### config.mk
export PLATFORM = sky130hd
export DESIGN_NAME = clk_sched_flat
export DESIGN_NICKNAME = d
export VERILOG_FILES = /design/src/rtl/clk_sched_if.sv /design/src/rtl/clk_sched.sv /design/src/flat_wrapper.sv
export SDC_FILE = /design/constraint.sdc
export NUM_CORES = 1
export LEC_CHECK = 0
export ABC_AREA = 1
export CORE_MARGIN = 2
export CORE_UTILIZATION = 40
export CTS_CLUSTER_DIAMETER = 30
export DETAILED_ROUTE_END_ITERATION = 8
export GPL_TIMING_DRIVEN = 0
export REMOVE_ABC_BUFFERS = 1
export SYNTH_ARGS = -nofsm -noshare
export SYNTH_HDL_FRONTEND = slang
export SYNTH_SLANG_ARGS = --single-unit
### constraint.sdc
create_clock -name clk -period 4.6 [get_ports clk]
set_clock_uncertainty 0.05 [all_clocks]
set_input_delay 0.92 -clock clk [delete_from_list [all_inputs] [get_ports clk]]
set_output_delay 0.92 -clock clk [all_outputs]
set_load 0.03 [all_outputs]
### src/rtl/clk_sched_if.sv
// Configuration handshake for clk_sched: a new terminal count and LED mode offered over valid/ready.
interface clk_sched_if #(
  parameter int CNT_W = 27
);
  logic             cfg_valid;
  logic             cfg_ready;
  logic [CNT_W-1:0] cfg_div;
  logic [1:0]       cfg_mode;

  modport master (output cfg_valid, output cfg_div, output cfg_mode, input cfg_ready);
  modport slave  (input cfg_valid, input cfg_div, input cfg_mode, output cfg_ready);
endinterface

### src/rtl/clk_sched.sv
// Tick scheduler and 16-bit LED sequencer; configuration is applied only at tick boundaries.
// Optional macro CLK_SCHED_SYNC_RUN_EN puts run_i through a two-flop synchronizer.
module clk_sched #(
  parameter int          CNT_W   = 27,
  parameter int unsigned DEF_DIV = 49_999_999
) (
  input  logic        clk,
  input  logic        rst,
  input  logic        run_i,
  clk_sched_if.slave  cfg,
  output logic        tick_o,
  output logic [15:0] led_o,
  output logic        busy_o
);

  localparam logic [CNT_W-1:0] DEF_DIV_C = CNT_W'(DEF_DIV);

  typedef enum logic [1:0] {
    S_IDLE = 2'd0,
    S_RUN  = 2'd1,
    S_LOAD = 2'd2
  } state_e;

  state_e           state_q, state_d;
  logic [CNT_W-1:0] cnt_q, cnt_d;
  logic [CNT_W-1:0] div_q, div_d;
  logic [1:0]       mode_q, mode_d;
  logic [CNT_W-1:0] sh_div_q, sh_div_d;
  logic [1:0]       sh_mode_q, sh_mode_d;
  logic             pend_q, pend_d;
  logic [15:0]      led_q, led_d;
  logic             tick_q, tick_d;
  logic             run_eff;
  logic             cfg_ready;
  logic             xfer;

  function automatic logic [15:0] led_step(input logic [15:0] led, input logic [1:0] mode);
    logic [15:0] r;
    case (mode)
      2'b00:   r = led + 16'd1;
      2'b01:   r = {led[14:0], led[15]};
      2'b11:   r = {led[0], led[15:1]};
      default: r = led;
    endcase
    return r;
  endfunction

  function automatic logic [15:0] led_seed(input logic [1:0] mode, input logic [15:0] led);
    logic [15:0] r;
    case (mode)
      2'b00:   r = 16'h0000;
      2'b01:   r = 16'h0001;
      2'b11:   r = 16'h8000;
      default: r = led;
    endcase
    return r;
  endfunction

`ifdef CLK_SCHED_SYNC_RUN_EN
  logic run_s1_q, run_s2_q;

  always_ff @(posedge clk or posedge rst) begin
    if (rst) begin
      run_s1_q <= 1'b0;
      run_s2_q <= 1'b0;
    end else begin
      run_s1_q <= run_i;
      run_s2_q <= run_s1_q;
    end
  end

  assign run_eff = run_s2_q;
`else
  assign run_eff = run_i;
`endif

  assign cfg_ready     = !pend_q && (state_q != S_LOAD);
  assign cfg.cfg_ready = cfg_ready;
  assign xfer          = cfg.cfg_valid && cfg_ready;

  always_comb begin
    state_d   = state_q;
    cnt_d     = cnt_q;
    div_d     = div_q;
    mode_d    = mode_q;
    sh_div_d  = sh_div_q;
    sh_mode_d = sh_mode_q;
    pend_d    = pend_q;
    led_d     = led_q;
    tick_d    = 1'b0;

    if (xfer) begin
      sh_div_d  = cfg.cfg_div;
      sh_mode_d = cfg.cfg_mode;
      pend_d    = 1'b1;
    end

    case (state_q)
      S_IDLE: begin
        cnt_d = '0;
        // A transfer on this edge holds off RUN so the new setting is loaded first.
        if (pend_q)                state_d = S_LOAD;
        else if (run_eff && !xfer) state_d = S_RUN;
      end
      S_RUN: begin
        if (cnt_q == div_q) begin
          cnt_d  = '0;
          tick_d = 1'b1;
          led_d  = led_step(led_q, mode_q);
          if (!run_eff)    state_d = S_IDLE;
          else if (pend_q) state_d = S_LOAD;
        end else begin
          cnt_d = cnt_q + CNT_W'(1);
          if (!run_eff) begin
            cnt_d   = '0;
            state_d = S_IDLE;
          end
        end
      end
      S_LOAD: begin
        div_d   = sh_div_q;
        mode_d  = sh_mode_q;
        pend_d  = 1'b0;
        cnt_d   = '0;
        led_d   = led_seed(sh_mode_q, led_q);
        state_d = run_eff ? S_RUN : S_IDLE;
      end
      default: state_d = S_IDLE;
    endcase
  end

  always_ff @(posedge clk or posedge rst) begin
    if (rst) begin
      state_q   <= S_IDLE;
      cnt_q     <= '0;
      div_q     <= DEF_DIV_C;
      mode_q    <= 2'b00;
      sh_div_q  <= '0;
      sh_mode_q <= 2'b00;
      pend_q    <= 1'b0;
      led_q     <= 16'h0000;
      tick_q    <= 1'b0;
    end else begin
      state_q   <= state_d;
      cnt_q     <= cnt_d;
      div_q     <= div_d;
      mode_q    <= mode_d;
      sh_div_q  <= sh_div_d;
      sh_mode_q <= sh_mode_d;
      pend_q    <= pend_d;
      led_q     <= led_d;
      tick_q    <= tick_d;
    end
  end

  assign tick_o = tick_q;
  assign led_o  = led_q;
  assign busy_o = (state_q == S_RUN) || (state_q == S_LOAD);

endmodule

### src/flat_wrapper.sv
// flat-port wrapper written by rule: the top's interface ports become plain ports
module clk_sched_flat 
#(
  parameter int          CNT_W   = 27,
  parameter int unsigned DEF_DIV = 49_999_999
)
  (clk, rst, run_i, tick_o, led_o, busy_o, cfg_cfg_valid, cfg_cfg_div, cfg_cfg_mode, cfg_cfg_ready);
  clk_sched_if #(.CNT_W(CNT_W)) cfg_i ();
  input  logic clk;
  input  logic rst;
  input  logic run_i;
  output logic tick_o;
  output logic [15:0] led_o;
  output logic busy_o;
  input wire logic [$bits(cfg_i.cfg_valid)-1:0] cfg_cfg_valid;
  input wire logic [$bits(cfg_i.cfg_div)-1:0] cfg_cfg_div;
  input wire logic [$bits(cfg_i.cfg_mode)-1:0] cfg_cfg_mode;
  output wire logic [$bits(cfg_i.cfg_ready)-1:0] cfg_cfg_ready;
  assign cfg_i.cfg_valid = cfg_cfg_valid;
  assign cfg_i.cfg_div = cfg_cfg_div;
  assign cfg_i.cfg_mode = cfg_cfg_mode;
  assign cfg_cfg_ready = cfg_i.cfg_ready;
  clk_sched #(.CNT_W(CNT_W), .DEF_DIV(DEF_DIV)) u_core (.clk(clk), .rst(rst), .run_i(run_i), .cfg(cfg_i), .tick_o(tick_o), .led_o(led_o), .busy_o(busy_o));
endmodule
==> impl_metrics.toml, run 1 <==
[outcome]
status = "completed"

[setup_path]
crit_slowest_cell = "clkdlybuf4s50_1"
cp-end-kind = "primary output"
path_delay_family = "buffers and inverters"
rrSetupSlack_ns = 1.68
path_buf_inv = 3
critPathMaxFanout = 46
cp_cell_sequence = "inv_1 -> ha_2 -> buf_12 -> nor2_1 -> clkdlybuf4s50_1"
critPathArrivalTime_ns = 2.26
worst-setup-path-type = "reg2out"
crit_path_start_kind = "register"
cp.required_ns = 3.63
critical-path-max-stage-delay_ns = 0.70

[job]
maxCapViolCount = 0

[route]
drt_iter0_drc = 443
dr.pass1.iters = 5
wl_um = 12650
wl_met3_um = 614
drc_errors = 0
top_layer = "met4"
vias = 4737
wl_met2_um = 6009
routed_via_density = 5.088
drtAntennaViolNets = 0
wl_per_cell_um = 13.59
wirelength_met1_um = 5857

[sta]
relSlewSlack = 0.3512
min_period_over_period = 0.7020
hold_violations = 0
rsz0062_at_grt = "no"
finalSetupViolCount = 0
finalSetupTns_ns = 0
slew_viol_final = 0
finalCriticalPeriod_ns = 3.229
fmax_mhz = 309.7
worst_pin_slew_ns = 0.9733

[cells_and_area]
final_nets = 786
layout_common_cells = "nand2_1, dfrtp_1, inv_1, clkdlybuf4s50_1, nand3_1"
antenna_cells = 0
drive_gt1_frac = 0.1185
fillCellCount = 1378
regArea_um2 = 2650
final_cell_area_um2 = 6723
layout_commonest_cell = "nand2_1"
multi_input_area_um2 = 2716
syn_to_final_growth_pct = 16.35

[floorplan]
dieArea_um2 = 15420
die_width_um = 124.2
die_h_um = 124.2
core_region_area_um2 = 13990
num_rows = 43
start_util = 0.4131
num_io_pins = 52

[logic_synthesis]
synth_compound_area_frac = 0.08185
synth_top_area_share = 0.3768
synthDistinctLibCells = 40
synth_top_family_by_area = "simple AND/OR/NAND/NOR gates"
synth_edf_count = 0
synth.avg_cell_area_um2 = 8.184
syn_inst = 706
yosys_warnings = 0
yosys-top-cells-area = "dfrtp_1, nand2_1, dfstp_2, mux2_2, inv_1"
synth_adder_area_share = 0.01516
ys_ff_latch = 105
synth_top_area_cell = "dfrtp_1"
yosys.area_share.simple = 0.2661
synth.cell_area_um2 = 5778
ys_seq_area_frac = 0.4586
async_flop_share = 1.000
ys.flop_type = "dfrtp_1"
synth_xor_area_frac = 0.05154
muxShareOfSynthArea = 0.05457

[grt]
grt_pass1_wl_um = 22090
grt_pass1_vias = 4712
grt_max_degree = 62
overflow = 0
grt.total_usage = 0.1830
grt_antenna_before_repair = 0

[pwr]
leakage_nw = 3.070
p_per_area_nw_per_um2 = 578.3
vdd_drop_max_mv = 0.2712

[worst_hold_path]
hp-class = "reg2reg"

[clock_network]
post-cts-setup-buffers = 0
cts_hold_buf = 0
ctsLongestPathBuffers = 2
clock_sinks = 105
tritoncts = "built"
root_buffer = "clkbuf_16"
htreeDepth = 3
cts_resized = 0
numCtsBuffers = 9
clock_latency_ns = 0.36
path_clk_slew_ns = 0.08

[placed_design]
place_congestion = 0.9126
placed_area_um2 = 6441
numPortBuffers = 51
hpwl_um = 8633
-- routing by layer --
layer / vias up / global-route usage
met5: - / 0
met4: 0 / 0.05969
met3: 15 / 0.04762
met2: 129 / 0.3019
met1: 2249 / 0.2342
li1: 2344 / -
-- registers in the layout (all words and copies together), names as in the netlist --
signal / flops
u_core.div_q: 27
u_core.sh_div_q: 27
u_core.mode_q: 2
u_core.pend_q: 1
u_core.sh_mode_q: 2
u_core.tick_o: 1
u_core.state_q: 2
u_core.led_o: 16
u_core.cnt_q: 27
-- cells by family (layout without fill, tap and decap cells) --
| kind of cell | count (synthesis) | in the layout |
|---|---|---|
| muxes | 28 | 28 |
| xor gates and xnor gates | 34 | 34 |
| DFF | 105 | 105 |
| adders and majority gates | 7 | 7 |
| buffers and inverters | 101 | 146 |
| AOI/OAI and AO/OA | 80 | 80 |
| and+or+nand+nor | 351 | 351 |
-- worst min-delay path: cells and delay by family (launching register included) --
| kind | cells | cell delay [ns] |
|---|---|---|
| simple gates | 2 | 0.10 |
| flops | 1 | 0.37 |
-- final cells by class --
class	instances	share of cell area
Sequential cell	105	0.3942
Multi-Input combinational cell	500	0.4041
Inverter	77	0.04337
Clock buffer	10	0.03555
Tap cell	180	0.03350
Timing Repair Buffer	53	0.08301
Clock inverter	6	0.006328
-- cells in the mapped netlist (3+ instances only) --
| master | number |
|---|---|
| nand2_1 | 239 |
| dfrtp_1 | 87 |
| inv_1 | 72 |
| nand3_1 | 41 |
| nor2_1 | 34 |
| o21ai_0 | 32 |
| mux2_2 | 28 |
| dfstp_2 | 18 |
| xnor2_1 | 18 |
| a21oi_1 | 17 |
| xor2_1 | 16 |
| o22ai_1 | 13 |
| clkbuf_1 | 10 |
| buf_2 | 9 |
| ha_1 | 7 |
| a221oi_1 | 6 |
| nand3b_1 | 6 |
| nor3_1 | 6 |
| nand3_2 | 4 |
| nand4_1 | 4 |
| nor2_4 | 4 |
| o21ai_1 | 4 |
| o221ai_1 | 4 |
| inv_2 | 3 |
-- report_power, final --
part	internal (mW)	switching, mW
clock	0.383	0.354
sequential	1.30	0.278
combinational	0.662	0.907
-- worst paths after layout --
path | startpoint | endpoint | depth (start not counted)
setup / recovery | u_core.state_q[0] | cfg_cfg_ready | 5
hold / removal | u_core.div_q[12] | u_core.div_q[12] | 2
setup reg to reg | u_core.state_q[0] | u_core.led_o[2] | 8
hold reg to reg | u_core.div_q[12] | u_core.div_q[12] | 2
max in group asynchronous | rst | u_core.div_q[12] | 3
min in group asynchronous | rst | u_core.sh_div_q[25] | 2
-- per-stage QoR --
stage | hold slack, ns | total power, mW | instances | setup WS (ns) | util
2_1_floorplan | 0.3902 | 2.675 | 682 | 0.8992 | -
3_3_place_gp | 0.4060 | 3.118 | 913 | -0.7663 | 0.4565
3_5_place_dp | 0.4135 | 3.175 | 915 | 1.678 | 0.4605
4_1_cts | 0.4248 | 3.931 | 931 | 1.341 | 0.4806
5_1_grt | 0.4466 | 4.225 | 931 | 1.223 | 0.4806
6_report | 0.4201 | 3.888 | 931 | 1.371 | 0.4806
Power figures use the tool's default switching activity.
==> inputs of run 2 (changes only) <==
clock period = 2.6 ns   (was 4.6 ns; I/O delays follow)
==> run 2 against run 1 <==
Net effect:
- utilization increased by 0.24 points
- combinational power grew 80%
- power increased by 79%
- first-iteration DRC count is 9.7% lower
- via count rose by 0.65%
- sequential cell count stayed put
- sequential power up 78%
- clock power grew 78%
- worst setup slack worse by 1.2 ns
- register-to-register slack worse by 1.4 ns
- non-clock buffer count unchanged
- critical path type unchanged
==> impl_metrics.toml, run 2 (same netlist as run 1, synthesis figures left out) <==
[sta]
min_period_over_period = 0.9483
whs_ns = 0.4201
setup_ws_ns = 0.1345
relSlewSlack = 0.4731
finalSetupTns_ns = 0
finalSetupViolCount = 0
hold_violations = 0
slew_viol_final = 0
finalCriticalPeriod_ns = 2.465
rsz0062_at_grt = "no"
worst_pin_slew_ns = 0.7904
fmax_mhz = 405.6

[setup_path]
critPathArrivalTime_ns = 1.90
path_buf_inv = 3
reg2reg_depth = 11
cp_num_cells = 5
crit_start = "u_core.state_q[0]"
path_delay_family = "buffers and inverters"
timing.rr.start = "u_core.state_q[0]"
cp-end-kind = "primary output"
cp.required_ns = 2.03
cp_cell_sequence = "inv_1 -> ha_2 -> buf_12 -> nor2_4 -> clkdlybuf4s15_2"
crit_path_start_kind = "register"
crit_slowest_cell = "dfrtp_1"
critical-path-max-stage-delay_ns = 0.43
critPathMaxFanout = 46
worst-setup-path-type = "reg2out"

[cells_and_area]
layout_commonest_cell = "nand2_1"
final_util = 0.4830
reg_top3 = "u_core.cnt_q: 27 flops, u_core.div_q: 27 flops, u_core.sh_div_q: 27 flops"
final_nets = 787
drive_gt1_frac = 0.1237
antenna_cells = 0
final_cells = 932
layout_common_cells = "nand2_1, dfrtp_1, inv_1, clkdlybuf4s50_1, nand3_1"
syn_to_final_growth_pct = 16.93
final_cell_area_um2 = 6756

[route]
drc_errors = 0
wl_per_cell_um = 13.98
vias = 4768
wl_um = 13030
drt_iter0_drc = 400
routed_via_density = 5.116
drtAntennaViolNets = 0
dr.pass1.iters = 5

[grt]
grt_pass1_vias = 4712
grt_max_degree = 62
grt_antenna_before_repair = 0
grt.total_usage = 0.1830
grt_pass1_wl_um = 22090
overflow = 0

[floorplan]
die_width_um = 124.2
dieArea_um2 = 15420
num_rows = 43
die_h_um = 124.2
start_util = 0.4131
num_io_pins = 52
core_region_area_um2 = 13990

[worst_hold_path]
min_from = "u_core.div_q[12]"
holdPathStages = 2
hp-class = "reg2reg"

[pwr]
total_power_mw = 6.940
vdd_drop_max_mv = 0.4809
leakage_nw = 3.078
p_per_area_nw_per_um2 = 1027

[clock_network]
ctsLongestPathBuffers = 2
tritoncts = "built"
root_buffer = "clkbuf_16"
numCtsBuffers = 9
path_clk_slew_ns = 0.07
cts_hold_buf = 0
clock_sinks = 105
clock_latency_ns = 0.36
htreeDepth = 3

[placed_design]
numPortBuffers = 51
place_congestion = 0.9126
pre_cts_ws_ns = -0.3221
placed_area_um2 = 6441
hpwl_um = 8633
dpl.cell_count = 915

[outcome]
status = "completed"

[job]
maxCapViolCount = 0
-- run 2: changes by cell type in the layout (fill, tap and decap cells not counted), sizes merged --
cell / previous run / this run
clkinv: 5 / 4
clkdlybuf4s50: 51 / 50
inv: 76 / 77
nand2: 243 / 244
clkdlybuf4s15: 0 / 1
-- run 2: timing repair --
action / in CTS / in global routing
buffers inserted: 0 / 0
gates cloned: 0 / 1
setup endpoints to repair: 19 / 19
pin swaps: 0 / 1
resized for setup: 5 / 4
-- run 2: worst paths after layout --
| path | slack (ns) | endpoint |
|---|---|---|
| max in group asynchronous | 1.11 | u_core.div_q[12] |
| worst min register to register | 0.42 | u_core.div_q[12] |
| worst min-delay path | 0.42 | u_core.div_q[12] |
| worst max register to register | 0.30 | u_core.state_q[1] |
| worst max-delay path | 0.13 | cfg_cfg_ready |
| min in group asynchronous | 0.63 | u_core.sh_div_q[25] |
-- run 2: power by group --
part	total, mW	internal, mW	switching, mW	leakage [nW]
Combinational	2.82	1.18	1.64	1.64
Clock	1.31	0.678	0.633	0.135
Sequential	2.81	2.31	0.501	1.30
-- run 2: cell type report --
| cell class | count | area [um^2] |
|---|---|---|
| fill | 1372 | 7232 |
| multi-input combinational | 501 | 2746 |
| sequential | 105 | 2650 |
| timing repair buffer | 53 | 559.3 |
| inverter | 77 | 294.0 |
| clock buffer | 10 | 239.0 |
| tap | 180 | 225.2 |
| clock inverter | 6 | 42.54 |
-- run 2: tightest hold or removal path: cells and delay by family (launching register included) --
family           cells  cell delay (ns)
DFF                  1             0.37
and+or+nand+nor      2             0.10
-- run 2: layer usage --
layer  global-route usage  vias to the layer above  part of all wire
met3              0.04762                       18             0.047
met1               0.2342                     2275              0.46
met2               0.3019                      125              0.48
met4              0.05969                        0             0.018
met5                    0                        -                 0
li1                     -                     2350                 -
==> inputs of run 3 (changes only) <==
CELL_PAD_IN_SITES_DETAIL_PLACEMENT = 1   (was not set)
CELL_PAD_IN_SITES_GLOBAL_PLACEMENT = 1   (was not set)
CORE_UTILIZATION = 39   (was 40)
PLACE_DENSITY_LB_ADDON = 0.1   (was not set)
clock period = 2.05 ns   (was 2.6 ns; I/O delays follow)
==> run 3 against run 2 <==
Net effect:
- combinational power increased by 44%
- power up 36%
- final cell count up 2.1%
- sequential share of layout area decreased by 1.6 points
==> impl_metrics.toml, run 3 (same netlist as run 1, synthesis figures left out) <==
[outcome]
status = "completed"

[grt]
grt_max_degree = 58
grt_pass1_vias = 5158
overflow = 0
grt_antenna_before_repair = 0
grt_pass1_wl_um = 25900
grt.total_usage = 0.2019

[pwr]
p_seq_frac = 0.381
total_power_mw = 9.419
p_per_area_nw_per_um2 = 1334
vdd_drop_max_mv = 0.6338
p_sw_mw = 3.756
comb_power_share = 0.431
leakage_nw = 3.261
p_int_mw = 5.663
clkPwrFrac = 0.188
swShare = 0.3988

[sta]
slew_viol_final = 0
finalSetupViolCount = 0
finalCriticalPeriod_ns = 1.998
hold_violations = 0
setup_ws_ns = 0.05169
relSlewSlack = 0.5615
whs_ns = 0.4217
fmax_mhz = 500.4
worst_pin_slew_ns = 0.6578
min_period_over_period = 0.9748

[cells_and_area]
final_cell_area_um2 = 7059
final_util = 0.4876
layout_common_cells = "nand2_1, dfrtp_1, inv_1, clkdlybuf4s50_1, nand3_1"
syn_to_final_growth_pct = 22.17
multi_input_area_um2 = 2789
antenna_cells = 0
regArea_um2 = 2658
fillCellCount = 1745
reg_top3 = "u_core.cnt_q: 27 flops, u_core.div_q: 27 flops, u_core.sh_div_q: 27 flops"
final_nets = 803
layout_commonest_cell = "nand2_1"
drive_gt1_frac = 0.1615

[clock_network]
htreeDepth = 3
path_clk_slew_ns = 0.07
root_buffer = "clkbuf_16"
numCtsBuffers = 9
clock_sinks = 105
tritoncts = "built"
clock_latency_ns = 0.36
ctsLongestPathBuffers = 2

[floorplan]
num_io_pins = 52
start_util = 0.3991
die_h_um = 125.7
num_rows = 44
core_region_area_um2 = 14480
dieArea_um2 = 15810
die_width_um = 125.7

[setup_path]
crit_slowest_cell = "dfrtp_1"
critical-path-max-stage-delay_ns = 0.43
crit_path_start_kind = "register"
path_delay_family = "simple AND/OR/NAND/NOR gates"
cp-end-kind = "register"
cp_cell_sequence = "inv_2 -> ha_4 -> buf_4 -> nor4_2 -> nand2_2 -> buf_12 -> o21ai_0"
path_buf_inv = 3
worst-setup-path-type = "reg2reg"
critPathArrivalTime_ns = 2.21
critPathMaxFanout = 13
cp.required_ns = 2.26

[route]
drt_iter0_drc = 301
vias = 4873
dr.pass1.iters = 4
wl_um = 15350
routed_via_density = 5.119
drtAntennaViolNets = 0
wl_per_cell_um = 16.12
drc_errors = 0

[placed_design]
placed_area_um2 = 6479
hpwl_um = 10330
numPortBuffers = 51
place_congestion = 0.8769
pre_cts_ws_ns = -1.482

[job]
maxCapViolCount = 0

[worst_hold_path]
hp-class = "reg2reg"
[run 3: worst paths after layout]
| path | startpoint | endpoint | slack [ns] | cells after the start |
|---|---|---|---|---|
| max | u_core.state_q[0] | u_core.cnt_q[11] | 0.05 | 7 |
| min | u_core.div_q[3] | u_core.div_q[3] | 0.42 | 2 |
| max reg2reg | u_core.state_q[0] | u_core.cnt_q[11] | 0.05 | 7 |
| min reg2reg | u_core.div_q[3] | u_core.div_q[3] | 0.42 | 2 |
| max in group asynchronous | rst | u_core.div_q[4] | 0.72 | 3 |
| min in group asynchronous | rst | u_core.sh_div_q[19] | 0.46 | 2 |
[run 3: layout make-up]
class / instances / area share
inverters: 77 / 0.04679
well taps: 184 / 0.03261
flip-flops and latches: 105 / 0.3765
multi-input cells: 500 / 0.3951
clock buffers: 12 / 0.03492
repair buffers: 70 / 0.1069
clock inverters: 4 / 0.007267
[run 3: metrics by stage]
step,setup TNS [ns],std cells
after detailed placement,-53.61,920
after floorplan,-176.37,682
after global routing,-0.1350,952
after CTS,0,943
final,0,952
after global placement,-456.87,917
[run 3: power groups by stage]
stage / Sequential, mW / Combinational (mW) / Clock (mW)
final: 3.59 / 4.06 / 1.77
after CTS: 3.60 / 3.93 / 1.84
after global placement: 3.58 / 3.48 / 0
after detailed placement: 3.62 / 3.70 / 0
after global routing: 3.72 / 4.55 / 1.91
after floorplan: 3.65 / 2.35 / 0
[run 3: repair_timing]
item                                    CTS  global route
buffers inserted                          7             8
gates resized for setup                  19            25
hold buffers                              0             0
cloned                                    0             1
pin swaps                                 4             4
endpoints found under the setup margin   86            52
[run 3: routing by layer]
layer,global-route usage,up-vias,part of all wire
li1,-,2382,-
met1,0.2493,2420,0.44
met2,0.3653,62,0.52
met3,0.04206,9,0.031
met4,0.04118,0,0.0085
met5,0,-,0
[run 3: worst reg2reg max path, stage by stage, from the launching register on]
cell and delay [ns]:
dfrtp_1 0.43, inv_2 0.09, ha_4 0.20, buf_4 0.20, nor4_2 0.37, nand2_2 0.19
buf_12 0.19, o21ai_0 0.18
